[src/rtl/bcd_updown_timer_pkg.sv]
// Shared constants for the BCD timer: digit width, active-low 7-segment codes (g..a),
// and a single-digit decoder that shows blank for non-decimal values.
package bcd_updown_timer_pkg;

  localparam int BCD_DIGIT_W = 4;

  localparam logic [6:0] SEG_0     = 7'b1000000;
  localparam logic [6:0] SEG_1     = 7'b1111001;
  localparam logic [6:0] SEG_2     = 7'b0100100;
  localparam logic [6:0] SEG_3     = 7'b0110000;
  localparam logic [6:0] SEG_4     = 7'b0011001;
  localparam logic [6:0] SEG_5     = 7'b0010010;
  localparam logic [6:0] SEG_6     = 7'b0000010;
  localparam logic [6:0] SEG_7     = 7'b1111000;
  localparam logic [6:0] SEG_8     = 7'b0000000;
  localparam logic [6:0] SEG_9     = 7'b0010000;
  localparam logic [6:0] SEG_BLANK = 7'b1111111;

  function automatic logic [6:0] seg_decode(input logic [BCD_DIGIT_W-1:0] d);
    logic [6:0] s;
    case (d)
      4'd0:    s = SEG_0;
      4'd1:    s = SEG_1;
      4'd2:    s = SEG_2;
      4'd3:    s = SEG_3;
      4'd4:    s = SEG_4;
      4'd5:    s = SEG_5;
      4'd6:    s = SEG_6;
      4'd7:    s = SEG_7;
      4'd8:    s = SEG_8;
      4'd9:    s = SEG_9;
      default: s = SEG_BLANK;
    endcase
    return s;
  endfunction

endpackage

[src/rtl/bcd_decade.sv]
// One BCD decade register with load (clamped to 9), clear, increment and decrement.
// Priority: rst > load > clear > inc > dec; carry/borrow ripple to the next decade.
module bcd_decade
  import bcd_updown_timer_pkg::*;
(
  input  logic                   clk,
  input  logic                   rst,
  input  logic                   inc,
  input  logic                   dec,
  input  logic                   clear,
  input  logic                   load,
  input  logic [BCD_DIGIT_W-1:0] load_d,
  output logic [BCD_DIGIT_W-1:0] q,
  output logic                   carry_out,
  output logic                   borrow_out
);

  always_ff @(posedge clk) begin
    if (rst)        q <= 4'd0;
    else if (load)  q <= (load_d > 4'd9) ? 4'd9 : load_d;
    else if (clear) q <= 4'd0;
    else if (inc)   q <= (q == 4'd9) ? 4'd0 : q + 4'd1;
    else if (dec)   q <= (q == 4'd0) ? 4'd9 : q - 4'd1;
  end

  assign carry_out  = inc & (q == 4'd9);
  assign borrow_out = dec & (q == 4'd0);

endmodule

[src/rtl/bcd_updown_timer.sv]
// N-digit BCD up/down timer stepping once per TICK_DIV clocks, with modulo limit,
// load, pause, terminal-count pulse and optional leading-zero blanking on 7-seg outputs.
module bcd_updown_timer
  import bcd_updown_timer_pkg::*;
#(
  parameter int DIGITS   = 3,
  parameter int TICK_DIV = 50_000_000,
  parameter int TICK_W   = 26,
  parameter int BLANK_LZ = 0
) (
  input  logic                clk,
  input  logic                rst,
  input  logic                en,
  input  logic                up,
  input  logic                load,
  input  logic [4*DIGITS-1:0] load_val,
  input  logic [4*DIGITS-1:0] limit,
  output logic [4*DIGITS-1:0] bcd_out,
  output logic [7*DIGITS-1:0] seg,
  output logic                tick,
  output logic                tc
);

  localparam logic [TICK_W-1:0] PRESC_MAX = TICK_W'(TICK_DIV - 1);

  logic [TICK_W-1:0]   presc;
  logic [4*DIGITS-1:0] lim_c;
  logic                step, wrap_up, wrap_dn, overflow, lz;
  logic [DIGITS:0]     inc_c, dec_c;

  assign tick = en & (presc == PRESC_MAX);
  assign step = tick & ~load;

  always_ff @(posedge clk) begin
    if (rst)       presc <= '0;
    else if (load) presc <= '0;
    else if (en)   presc <= tick ? '0 : presc + 1'b1;
  end

  always_comb begin
    lim_c = limit;
    for (int i = 0; i < DIGITS; i++)
      if (limit[4*i +: 4] > 4'd9) lim_c[4*i +: 4] = 4'd9;
  end

  // Digits never exceed 9, so a plain binary compare orders BCD values correctly.
  assign wrap_up = up & (bcd_out >= lim_c);
  assign wrap_dn = ~up & (bcd_out == '0);

  assign inc_c[0] = step & up & ~wrap_up;
  assign dec_c[0] = step & ~up & ~wrap_dn;

  for (genvar i = 0; i < DIGITS; i++) begin : g_decade
    bcd_decade u_decade (
      .clk        (clk),
      .rst        (rst),
      .inc        (inc_c[i]),
      .dec        (dec_c[i]),
      .clear      (step & wrap_up),
      .load       (load | (step & wrap_dn)),
      .load_d     (load ? load_val[4*i +: 4] : lim_c[4*i +: 4]),
      .q          (bcd_out[4*i +: 4]),
      .carry_out  (inc_c[i+1]),
      .borrow_out (dec_c[i+1])
    );
  end

  // Chain overflow cannot occur below the wrap checks; treating it as a wrap keeps tc honest anyway.
  assign overflow = inc_c[DIGITS] | dec_c[DIGITS];

  always_ff @(posedge clk) begin
    if (rst)       tc <= 1'b0;
    else if (load) tc <= 1'b0;
    else           tc <= step & (wrap_up | wrap_dn | overflow);
  end

  always_comb begin
    seg = '0;
    lz  = 1'b1;
    for (int i = DIGITS - 1; i >= 0; i--) begin
      lz = lz & (bcd_out[4*i +: 4] == 4'd0);
      if ((BLANK_LZ != 0) && (i > 0) && lz) seg[7*i +: 7] = SEG_BLANK;
      else                                  seg[7*i +: 7] = seg_decode(bcd_out[4*i +: 4]);
    end
  end

endmodule

[config.mk]
export PLATFORM = sky130hd
export DESIGN_NAME = bcd_updown_timer
export DESIGN_NICKNAME = d
export VERILOG_FILES = /design/src/rtl/bcd_updown_timer_pkg.sv /design/src/rtl/bcd_decade.sv /design/src/rtl/bcd_updown_timer.sv
export SDC_FILE = /design/constraint.sdc
export NUM_CORES = 1
export LEC_CHECK = 0
export ABC_AREA = 1
export BUFFER_PORTS_ARGS = -buffer_cell sky130_fd_sc_hd__clkbuf_2
export CAP_MARGIN = 0
export CORE_MARGIN = 3
export CORE_UTILIZATION = 25
export CTS_BUF_LIST = sky130_fd_sc_hd__clkbuf_16
export DETAILED_ROUTE_END_ITERATION = 8
export PLACE_DENSITY = 0.42
export SETUP_SLACK_MARGIN = 0.3
export SLEW_MARGIN = 20
export SYNTH_ARGS = -nofsm -noshare
export SYNTH_HDL_FRONTEND = slang
export SYNTH_SLANG_ARGS = --single-unit
[constraint.sdc]
create_clock -name clk -period 6 [get_ports clk]
set_input_delay 1.2 -clock clk [delete_from_list [all_inputs] [get_ports clk]]
set_output_delay 1.2 -clock clk [all_outputs]
set_load 0.005 [all_outputs]
### Yosys cells after proc, flatten, opt, wreduce, memory -nomap -nowiden

Memories as Yosys holds them, arrays and structs flattened. A register that Yosys moved wholly into a read port is not among the register bits.
Cells that the tools add are included.

| storage, ports and cells | value |
|---|---|
| output and inout port bits | 35 |
| input port bits | 29 |
| memory bits (read-only) | 336 |
| memories kept | 3 |
| flip-flop bits (word level) | 39 |

| cells by class | value |
|---|---|
| order comparisons | 7 |
| bitwise gates (word level) | 25 |
| reductions and logical operators | 8 |
| equal/unequal tests | 4 |
| mux-type cells | 34 |
| add/sub/neg operators | 7 |

Memories:

| memory | depth | bits a word | rd ports | clocked after memory_dff | wr ports | RTL line | RTL |
|---|---|---|---|---|---|---|---|
| (name not given) | 16 | 7 | 1 | 1 | 0 | bcd_updown_timer_pkg.sv:21 | `case (d)` |
| (name not given) | 16 | 7 | 1 | 1 | 0 | bcd_updown_timer_pkg.sv:21 |  |
| (name not given) | 16 | 7 | 1 | 1 | 0 | bcd_updown_timer_pkg.sv:21 |  |

Operator list:

| kind | count |
|---|---|
| 2-to-1 mux 4 bit | 33 |
| adder 26 x 1 -> 26 bit (second input constant) | 1 |
| equality test 26 bit (second input constant) | 1 |
| 2-to-1 mux 26 bit | 1 |
| > comparator 4 bit (second input constant) | 6 |
| AND 1 bit | 17 |
| adder 4 x 1 -> 4 bit (second input constant) | 3 |
| equality test 4 bit (second input constant) | 3 |
| greater-or-equal comparator 12 bit | 1 |
| logical NOT 12 bit | 1 |
| logical NOT 4 bit | 3 |
| nonzero test 4 bit | 3 |
| subtractor 4 x 1 -> 4 bit (second input constant) | 3 |
| NOT 1 bit | 4 |
| OR 1 bit | 4 |
| OR reduction 2 bit | 1 |

### Logic depth before layout (Yosys ltp)

| depth | value |
|---|---|
| depth in word-level cells | 13 |
| depth in mapped cells | 24 |
| gate-level depth less buffers | 24 |

### Hierarchy

Synthesis repeated with hierarchy kept, for this count alone.

| unflattened totals | value |
|---|---|
| cell total of the unflattened synthesis | 626 |
| area total of the unflattened synthesis | 3,623.5 um^2 |

By module, submodules not included:

| module | cells each | instances | area each (um^2) |
|---|---|---|---|
| bcd_updown_timer | 428 | 1 | 2,531.2 |
| bcd_decade | 66 | 3 | 364.1 |

### Least setup slack after synthesis

OpenSTA, ideal clock, no wires.

| timing | value |
|---|---|
| kind | input-to-reg |
| from | input port limit[10] |
| to | register seg[10] (netlist name) |
| cell stages on the path | 23 |
| setup slack | 2.268 ns |
| arrival | 3.616 ns |
| path buffers | 0 |
| path through | o21ai_0 -> inv_1 -> nor2_1 -> ha_1 -> nand2_1 -> nor2_1 -> nand2_1 -> nor2_1 -> nor2_2 -> nand2_2 -> inv_1 -> nor2_2 -> nor2_4 -> nand3_2 -> o21ai_0 -> inv_1 -> nand2_2 -> inv_1 -> ha_1 -> nand3_1 -> nand2_1 -> nand2_1 -> nand2_1 |

| on the way | value |
|---|---|
| word-level cells in the longest chain between the ends | 12 |

Ends and longest elaborated chain:

| item | RTL line | RTL |
|---|---|---|
| start, declared | bcd_updown_timer.sv:17 | `input logic [4*DIGITS-1:0] limit,` |
| > comparator 4 bit | bcd_updown_timer.sv:43 | `if (limit[4*i +: 4] > 4'd9) lim_c[4*i +: 4] = 4'd9;` |
| 2-to-1 mux 4 bit (*) | bcd_updown_timer.sv:43 |  |
| greater-or-equal comparator 12 bit (*) | bcd_updown_timer.sv:47 | `assign wrap_up = up & (bcd_out >= lim_c);` |
| AND 1 bit (*) | bcd_updown_timer.sv:47 |  |
| NOT 1 bit | bcd_updown_timer.sv:50 | `assign inc_c[0] = step & up & ~wrap_up;` |
| AND 1 bit | bcd_updown_timer.sv:50 |  |
| AND 1 bit | bcd_decade.sv:26 | `assign carry_out = inc & (q == 4'd9);` |
| 2-to-1 mux 4 bit | bcd_decade.sv:22 | `else if (inc) q <= (q == 4'd9) ? 4'd0 : q + 4'd1;` |
| 2-to-1 mux 4 bit | bcd_decade.sv:21 | `else if (clear) q <= 4'd0;` |
| 2-to-1 mux 4 bit | bcd_decade.sv:20 | `else if (load) q <= (load_d > 4'd9) ? 4'd9 : load_d;` |
| 2-to-1 mux 4 bit (no line) (*) (2 in a row) | - |  |

Mark *: on every way between the ends. The rest lies on a longest branch, timed or not.
A chain may end at the register's enable or synchronous reset.

### Worst setup path after layout

| timing | value |
|---|---|
| from | input port limit[9] |
| to | register seg[17] (netlist name) |

| on the way | value |
|---|---|
| word-level cells in the longest chain between the ends | 13 |

Ends and longest elaborated chain:

| item | RTL line |
|---|---|
| > comparator 4 bit | bcd_updown_timer.sv:43 |
| 2-to-1 mux 4 bit (*) | bcd_updown_timer.sv:43 |
| greater-or-equal comparator 12 bit | bcd_updown_timer.sv:47 |
| AND 1 bit | bcd_updown_timer.sv:47 |
| NOT 1 bit | bcd_updown_timer.sv:50 |
| AND 1 bit | bcd_updown_timer.sv:50 |
| AND 1 bit (2 in a row) | bcd_decade.sv:26 |
| 2-to-1 mux 4 bit | bcd_decade.sv:22 |
| 2-to-1 mux 4 bit | bcd_decade.sv:21 |
| 2-to-1 mux 4 bit | bcd_decade.sv:20 |
| 2-to-1 mux 4 bit (no line) (*) (2 in a row) | - |

Marks and branches as above.

==> metrics.yaml <==
status:
  outcome: "finished clean"
die:
  rows: 48
  die_area_um2: 19400
  initial_core_util_pct: 25.6
  boundaryPins: 64
  die_y_um: 139
  dieWidth_um: 139
  design.core.area_um2: 17400
timing:
  final_hold_viol_count: 0
  period_minus_slack_ps: 3930
  skew_ps: 6.49
  drv_slew: 0
  grt_setup_unrepaired: "no"
  period_share_pct: 65.5
  relSlewSlack_pct: 55.5
  setup_ws_ps: 2070
  fin_tns_setup_ps: 0
  max_freq_mhz: 255
  setup_viol: 0
  tightestPinTransition_ps: 666
place:
  hpwl_mm: 9.54
  place_area_um2: 5020
  dpl_worst_slack_ps: 1710
  port_buffers: 63
  gp_congestion: 0.854
hold_path:
  hp-start: "presc[15]$_SDFFE_PP0P_"
  whs_endpoint: "presc[15]$_SDFFE_PP0P_"
  hp-class: "register to register"
  min_path_cells: 2
routing:
  post_drt_wl_per_cell_um: 12.2
  drt_iter0_drc: 164
  drt-total-wl_mm: 12.0
  final_antenna_net_count: 0
  viasPerCell: 4.43
  num_vias: 4346
  drc_errors: 0
  drt-pass1-iter-count: 5
global_route:
  grt_pass1_wl_mm: 20.4
  grt.overflow.total: 0
  grt_use_total_pct: 12.8
  grt_pass1_vias: 4234
  met1_usage_pct: 15.6
  grt_antenna_before_repair: 0
  grt_use_met3_pct: 3.51
  use_met2_pct: 21.7
  grt.busiest_layer: "met2"
  grt_max_degree: 18
final_layout:
  final_cell_mix: "nand2_1 (177), inv_1 (104), nor2_1 (72), clkbuf_2 (63), dfxtp_1 (60)"
  nets: 818
  diodes: 0
  multi_input_area_um2: 2800
  fillerInstances: 1882
  finish.instance_area_um2: 5330
  area_delta_synth_final_pct: 19.6
  layout_commonest_cell: "nand2_1"
  seq_area_um2: 1200
  layout-drive-gt1-share_pct: 17.6
yosys:
  syn_inst: 684
  synth_cell_types: 44
  synth_fp_nets: 750
  netlist.area_leader.share_pct: 27.0
  synth.area.top_cells: "dfxtp_1 (27%), nand2_1 (15%), ha_1 (10%)"
  synth.avg_cell_area_um2: 6.51
  synthesis.area_um2: 4450
  yosysWarnings: 0
  synth-seq-cells: 60
  ys_seq_area_share_pct: 27.0
  yosysTopAreaCell: "dfxtp_1"
power:
  total_power_mw: 1.25
  cellLeakagePower_nw: 2.69
  ir_drop_v: 0.000159
  power_density_nw_per_um2: 234
setup_path:
  crit_path_end_kind: "register"
  cp_top_family: "simple AND/OR/NAND/NOR gates"
  cp-start-kind: "primary input"
  rr_endpoint: "seg[17]$_DFF_P_"
  critical_path_buf_inv_count: 2
  cpMostUsedCell: "nand2_1"
  slowest_stage: "ha_1"
  path_class: "primary input to register"
  crit_cells: 21
  rr_worst_depth: 15
  cp_cell_sequence: "clkbuf_2, o21ai_0, nand2_1, ha_1, nand2_1, nor2_1, nand2_1, nor2_1, nand2_1, nand2_2, inv_1, nor2_2, nor2_4, nand3_2, nand2_1, nor2_1, nor2_2, ha_1, nand3b_1, nand3_1, nand2_1"
  cp_max_fo: 10
  worstPathRequired_ps: 6230
  r2r_slack_ps: 2700
  r2r_start: "g_decade[1].u_decade.q[1]$_SDFFE_PP0N_"
  arrival_ps: 4160
  max_stage_delay_ps: 310
clock_tree:
  cts_buffer_depth: 2
  postCtsSetupRepairBufs: 0
  clk_pin_slew_ps: 50
  cts_tree: "done"
  ctsHtreeMaxLevel: 3
  ctsHoldBuffers: 0
  root_buffer: "clkbuf_16"
  clock_sinks: 60
  clock_latency_ps: 340
  numCtsBuffers: 9
  cts_resized: 0
flow_run:
  cap_violations: 0
-- cell type report --
| type | count | area share, % |
|---|---|---|
| inverter | 112 | 7.94 |
| clock buffer | 9 | 4.23 |
| clock inverter | 7 | 1.57 |
| sequential | 60 | 22.6 |
| timing repair buffer | 63 | 5.92 |
| tap | 225 | 5.29 |
| multi-input combinational | 506 | 52.5 |
-- where the power goes --
| part | internal, mW | switching, mW |
|---|---|---|
| logic | 0.0957 | 0.157 |
| registers | 0.428 | 0.0219 |
| clock network | 0.358 | 0.186 |
-- per-stage QoR --
step / utilization [%] / instances / hold WS (ps)
global route: 30.7 / 982 / 523
floorplan: - / 684 / 443
CTS: 30.7 / 982 / 488
global placement: 28.9 / 966 / 470
detailed placement: 28.9 / 966 / 478
finish: 30.7 / 982 / 492
-- worst min-delay path, cell delays in order (launching register included) --
cell     delay (ps)
dfxtp_1         320
inv_1            70
a21oi_1          60
-- state kept, by name, summed over array words and instances, names as in the netlist --
name / cells
presc: 26
seg: 21
g_decade.u_decade.q: 12
tc: 1
-- cell usage after synthesis --
| master | number |
|---|---|
| dfxtp_1 | 60 |
| xor2_1 | 9 |
| ha_1 | 37 |
| o22ai_1 | 2 |
| nand3_1 | 51 |
| o31ai_2 | 1 |
| inv_4 | 1 |
| xnor2_1 | 3 |
| or2_0 | 1 |
| o21ai_0 | 31 |
| o21a_1 | 1 |
| o21ai_2 | 3 |
| o21ai_4 | 1 |
| nor2_1 | 72 |
| clkinv_1 | 1 |
| inv_2 | 8 |
| nand2_1 | 177 |
| and3_1 | 1 |
| a21oi_1 | 27 |
| o211ai_1 | 2 |
| inv_1 | 102 |
| nor2_2 | 6 |
| nor4_1 | 4 |
| o21ai_1 | 4 |
| or2_2 | 1 |
| buf_2 | 1 |
| or2_1 | 2 |
| nor3_1 | 14 |
| nand2_4 | 6 |
| nand4_2 | 1 |
| nand2_2 | 16 |
| nand3_4 | 2 |
| nor3_2 | 1 |
| clkbuf_2 | 1 |
| nand3_2 | 3 |
| a211oi_1 | 2 |
| a31oi_1 | 2 |
| nor3_4 | 1 |
| clkbuf_1 | 3 |
| nor2_4 | 6 |
| buf_6 | 1 |
| nand4_1 | 11 |
| nand3b_1 | 3 |
| o31ai_1 | 2 |
-- worst max path at each step --
stage / start / to / slack (ps)
2_1_floorplan: limit[10] / seg[10]$_DFF_P_ / 2270
3_3_place_gp: limit[10] / seg[17]$_DFF_P_ / 1790
3_5_place_dp: limit[10] / seg[17]$_DFF_P_ / 1710
4_1_cts: limit[10] / seg[17]$_DFF_P_ / 2060
5_1_grt: limit[9] / seg[10]$_DFF_P_ / 1660
6_report: limit[9] / seg[17]$_DFF_P_ / 2070
-- layer usage --
metal  wire length (µm)  vias to the layer above  share of wire [%]
met5                  0                        -                  0
met4                288                        0                2.4
met3                424                       17                3.5
met2               5700                       74                 48
met1               5550                     1945                 46
li1                   -                     2310                  -
-- cells by family after synthesis --
family	count (synthesis)	share of synthesized area, %
buffers and inverters	118	10.2
adder cells (fa/ha/maj)	37	10.4
AND/OR/NAND/NOR	379	40.1
XOR/XNOR	12	2.36
flip-flops	60	27.0
AO/OA/AOI/OAI	78	9.95
Power figures use the tool's default switching activity.
